==> src/rtl/serdes_pkg.sv <==
`default_nettype none
// ============================================================================
// Module   : serdes_pkg
// Brief    : Shared serial-link definitions: FSM encoding and a width helper.
// Revision : 1.0 - initial release
// ============================================================================
package serdes_pkg;

    localparam int         c_STATE_W  = 1;
    localparam logic [0:0] c_ST_IDLE  = 1'b0;
    localparam logic [0:0] c_ST_SHIFT = 1'b1;

    // $clog2 returns 0 for 1; a counter still needs at least one bit.
    function automatic int clog2_safe(input int n);
        return (n < 2) ? 1 : $clog2(n);
    endfunction

endpackage
`default_nettype wire

==> src/rtl/bit_tick_gen.sv <==
`default_nettype none
// ============================================================================
// Module   : bit_tick_gen
// Brief    : Bit-period divider; tick marks the last clk of each bit period.
// Revision : 1.0 - initial release
// ============================================================================
module bit_tick_gen
    import serdes_pkg::*;
#(
    parameter int DIV = 1
) (
    input  logic clk,
    input  logic rst,
    input  logic clr,
    input  logic en,
    output logic tick
);

    generate
        if (DIV == 1) begin : g_div1
            logic w_unused;
            assign w_unused = &{1'b0, clk, rst, clr, en};
            assign tick     = 1'b1;
        end else begin : g_divn
            localparam int                c_DCW = clog2_safe(DIV);
            localparam logic [c_DCW-1:0]  c_TOP = c_DCW'(DIV - 1);

            logic [c_DCW-1:0] r_div_cnt;

            assign tick = (r_div_cnt == c_TOP);

            always_ff @(posedge clk or posedge rst) begin
                if (rst) begin
                    r_div_cnt <= '0;
                end else if (clr) begin
                    r_div_cnt <= '0;
                end else if (en) begin
                    r_div_cnt <= tick ? '0 : r_div_cnt + 1'b1;
                end
            end
        end
    endgenerate

endmodule
`default_nettype wire

==> src/rtl/piso_serializer.sv <==
`default_nettype none
// ============================================================================
// Module   : piso_serializer
// Brief    : Valid/ready parallel-in, serial-out transmitter with frame flag.
// Revision : 1.0 - initial release
// ============================================================================
module piso_serializer
    import serdes_pkg::*;
#(
    parameter int WIDTH     = 8,
    parameter int DIV       = 1,
    parameter int MSB_FIRST = 1
) (
    input  logic             clk,
    input  logic             rst,
    input  logic [WIDTH-1:0] din,
    input  logic             din_valid,
    output logic             din_ready,
    output logic             sout,
    output logic             sframe,
    output logic             busy,
    output logic             done
);

    localparam int               c_BCW  = clog2_safe(WIDTH);
    localparam logic [c_BCW-1:0] c_LAST = c_BCW'(WIDTH - 1);

    logic [c_STATE_W-1:0] r_state;
    logic [c_STATE_W-1:0] w_state_nxt;
    logic [WIDTH-1:0]     r_shreg;
    logic [WIDTH-1:0]     w_shreg_shifted;
    logic [c_BCW-1:0]     r_bit_cnt;
    logic                 r_done;
    logic                 w_tick;
    logic                 w_shifting;
    logic                 w_last;
    logic                 w_end_word;
    logic                 w_accept;

    assign w_shifting = (r_state == c_ST_SHIFT);
    assign w_last     = (r_bit_cnt == c_LAST);

    bit_tick_gen #(
        .DIV (DIV)
    ) u_tick (
        .clk  (clk),
        .rst  (rst),
        .clr  (w_accept),
        .en   (w_shifting),
        .tick (w_tick)
    );

    always_ff @(posedge clk or posedge rst) begin
        if (rst) begin
            r_state <= c_ST_IDLE;
        end else begin
            r_state <= w_state_nxt;
        end
    end

    // Ready opens in IDLE and in the closing clk of a word's last bit,
    // which is what lets consecutive words stream without a gap.
    always_comb begin
        w_state_nxt = r_state;
        din_ready   = 1'b0;
        w_end_word  = 1'b0;
        case (r_state)
            c_ST_IDLE: begin
                din_ready = ~rst;
                if (din_valid && !rst) begin
                    w_state_nxt = c_ST_SHIFT;
                end
            end
            c_ST_SHIFT: begin
                if (w_tick && w_last) begin
                    w_end_word  = 1'b1;
                    din_ready   = ~rst;
                    w_state_nxt = din_valid ? c_ST_SHIFT : c_ST_IDLE;
                end
            end
            default: begin
                w_state_nxt = c_ST_IDLE;
            end
        endcase
        w_accept = din_valid & din_ready;
    end

    generate
        if (MSB_FIRST != 0) begin : g_msb_first
            assign w_shreg_shifted = {r_shreg[WIDTH-2:0], 1'b0};
            assign sout            = r_shreg[WIDTH-1];
        end else begin : g_lsb_first
            assign w_shreg_shifted = {1'b0, r_shreg[WIDTH-1:1]};
            assign sout            = r_shreg[0];
        end
    endgenerate

    // After the final shift the register is all zeros, so sout idles low.
    always_ff @(posedge clk or posedge rst) begin
        if (rst) begin
            r_shreg   <= '0;
            r_bit_cnt <= '0;
            r_done    <= 1'b0;
        end else begin
            r_done <= w_end_word;
            if (w_accept) begin
                r_shreg   <= din;
                r_bit_cnt <= '0;
            end else if (w_shifting && w_tick) begin
                r_shreg   <= w_shreg_shifted;
                r_bit_cnt <= w_last ? '0 : r_bit_cnt + 1'b1;
            end
        end
    end

    assign sframe = r_state[0];
    assign busy   = r_state[0];
    assign done   = r_done;

endmodule
`default_nettype wire

==> config.mk <==
export PLATFORM = sky130hd
export DESIGN_NAME = piso_serializer
export DESIGN_NICKNAME = d
export VERILOG_FILES = /design/src/rtl/serdes_pkg.sv /design/src/rtl/bit_tick_gen.sv /design/src/rtl/piso_serializer.sv
export SDC_FILE = /design/constraint.sdc
export NUM_CORES = 1
export LEC_CHECK = 0
export CORE_AREA = 4 4 41 43
export DETAILED_ROUTE_END_ITERATION = 6
export DIE_AREA = 0 0 45 47
export DONT_BUFFER_PORTS = 1
export GPL_TIMING_DRIVEN = 1
export PLACE_DENSITY = 0.67
export REMOVE_ABC_BUFFERS = 1
export SYNTH_ARGS = -nofsm -noshare
export SYNTH_HDL_FRONTEND = slang
export SYNTH_SLANG_ARGS = --single-unit
export TNS_END_PERCENT = 5
==> constraint.sdc <==
create_clock -name clk -period 2.4 [get_ports clk]
set_clock_uncertainty 0.05 [all_clocks]
set_input_delay 0.48 -clock clk [delete_from_list [all_inputs] [get_ports clk]]
set_output_delay 0.48 -clock clk [all_outputs]
set_load 0.05 [all_outputs]
==> impl_metrics.ini, run 1 <==
[clock_network]
clock-root-buffer = clkbuf_4
cts.sinks = 13
postCtsSetupRepairBufs = 0
cts.reportedPaths.clkPinSlew_ps = 80
clk_path_buf_depth = 2
cts-resized-gates = 0
h-tree-depth = 1
cts_hold_buf = 0
cts_buffers = 3
cts_tree = yes
clkLatencyLatePin_ps = 260

[route]
ant_nets = 0
via_count = 387
drtIter0Drc = 5
firstDrtPassIters = 4
finalWirelength_mm = 1.13
drcViolationCount = 0
routedWlPerCell_um = 16.9
vias_per_cell = 5.78

[place]
place_area_um2 = 702
dpl.hpwl_um = 916
io_buffers = 0
place_congestion = 0.787
pre_cts_ws_ps = 636

[logic_synthesis]
synth_area_per_cell_um2 = 14.2
synth_top_area_frac = 0.468
yosys_register_bits = 13
yosysTopAreaCell = dfrtp_1
netlist_area_um2 = 694
yosysWarnings = 0
synthTopCellsByArea = dfrtp_1 (47%), mux2_4 (15%), mux2_1 (8.1%)
yosysSeqAreaShare = 0.468
syn-instance-count = 49
synthDistinctLibCells = 19

[critical_path]
crit_path_max_incr_delay_ps = 400
path_max_fanout = 4
cp.arrival_ps = 1530
critical_path_required_ps = 1870
end_kind = output pin
critPathBufInv = 1
cp_common_cell = ha_1
crit_path_top_delay_cell = dfrtp_1
worstPathCellList = ha_1 > ha_1 > nor2b_4 > nor2_1 > buf_4
crit_family = adder cells
cp-start-kind = flop
crit_type = reg -> out

[finish]
drive_gt1_frac = 0.346
register_area_um2 = 325
multi_input_area_um2 = 323
syn2layout_area_growth_pct = 4.86
nets = 66
layout_commonest_cell = dfrtp_1
diodes = 0
stdcell_area_um2 = 728
layout_common_cells = dfrtp_1 (13), mux2_4 (7), mux2_1 (5)
fillers = 109
postLayoutCoreUtil = 0.560

[timing]
finalCritPeriodShare = 0.859
finalHoldViolCount = 0
finalCriticalPeriod_ps = 2060
drv_slew = 0
grt_setup_unrepaired = no
setup_viol = 0
setup_tns_ps = 0
holdWs_ps = 71.3
worst_slack_ps = 339
worst_slew_pin_slew_ps = 498
timing.fmax_ghz = 0.485
slew_headroom = 0.667

[global_routing]
grt_max_degree = 14
grt_pass1_vias = 385
grt_use_total = 0.118
grt_pass1_wl_mm = 1.71
grt_overflow_total = 0
antenna_found_initial = 0

[power_and_ir_drop]
ir_worst_vdd_mv = 0.694
p_leak_nw = 0.404
p_per_area_nw_per_um2 = 1380

[job]
maxCapViolations = 0

[min_path]
hold_path_class = in -> async

[floorplan]
rows = 13
fp.dieW_um = 45
core-area_um2 = 1300
die_height_um = 47
pin_count = 16
die_area_um2 = 2120
start_util = 0.534

[run_status]
run_status = completed
final cells by class:
| cell class | instances | area share |
|---|---|---|
| Tap cell | 15 | 0.0258 |
| Inverter | 2 | 0.0103 |
| Multi-Input combinational cell | 31 | 0.443 |
| Sequential cell | 13 | 0.447 |
| Clock buffer | 4 | 0.0361 |
| Timing Repair Buffer | 2 | 0.0378 |
sequential cells by signal (all words and copies together) (netlist names):
signal	flops
done	1
busy	1
r_bit_cnt	3
r_shreg	8
per-stage QoR:
stage	instances	power, W
floorplan	46	0.000771
global placement	63	0.000846
detailed placement	63	0.000890
CTS	67	0.00102
global route	67	0.00106
finish	67	0.00101
routing by layer:
layer	vias up	GRT usage	part of all wire
met2	21	0.201	0.51
met5	-	0	0
li1	174	-	-
met1	190	0.126	0.39
met4	0	0.0585	0.019
met3	2	0.0498	0.072
synthesized netlist by cell type:
library cell	n
inv_1	2
nor2_1	4
ha_1	2
a21o_1	1
buf_6	1
dfrtp_1	13
nor2b_4	1
nor3b_1	1
mux2i_1	2
mux2_2	3
nor2b_2	1
nand2b_4	1
nor3_1	1
mux2_1	5
and2_1	1
buf_4	1
buf_12	1
a21oi_1	1
mux2_4	7
path summary, 6_finish.rpt:
check	from	endpoint	slack, ps	cells past startpoint
min	rst	r_shreg[6]$_DFFE_PP0P_	70	1
max reg2reg	r_bit_cnt[0]$_DFFE_PP0P_	r_shreg[4]$_DFFE_PP0P_	700	5
min in group clk	din[0]	r_shreg[0]$_DFFE_PP0P_	280	1
max in group asynchronous	rst	r_bit_cnt[0]$_DFFE_PP0P_	1900	1
max	r_bit_cnt[0]$_DFFE_PP0P_	din_ready	340	5
min reg2reg	r_bit_cnt[0]$_DFFE_PP0P_	r_bit_cnt[0]$_DFFE_PP0P_	500	1
kinds of logic (layout without fill, tap and decap cells):
| family | count (synthesis) | count (layout) | share of synthesized area |
|---|---|---|---|
| mux | 17 | 17 | 0.310 |
| compound gates | 2 | 2 | 0.0180 |
| buf+inv | 5 | 8 | 0.0667 |
| fa+ha+maj | 2 | 2 | 0.0360 |
| simple gates | 10 | 10 | 0.101 |
| flops | 13 | 13 | 0.468 |
power by group:
part	internal [W]	switching, W
Clock	0.0000642	0.0000651
Sequential	0.000305	0.000109
Combinational	0.000252	0.000213
Total	0.000620	0.000387
(Power assumes the default switching activity.)
==> inputs of run 2 (changes only) <==
--- a/config.mk
+++ b/config.mk
@@ -5,6 +5,7 @@
 export SDC_FILE = /design/constraint.sdc
 export NUM_CORES = 1
 export LEC_CHECK = 0
+export CAP_MARGIN = 5
 export CORE_AREA = 4 4 41 43
 export DETAILED_ROUTE_END_ITERATION = 6
 export DIE_AREA = 0 0 45 47
==> results of run 2 <==
Same layout as run 1: the final DEF is identical, and so are final timing and power.
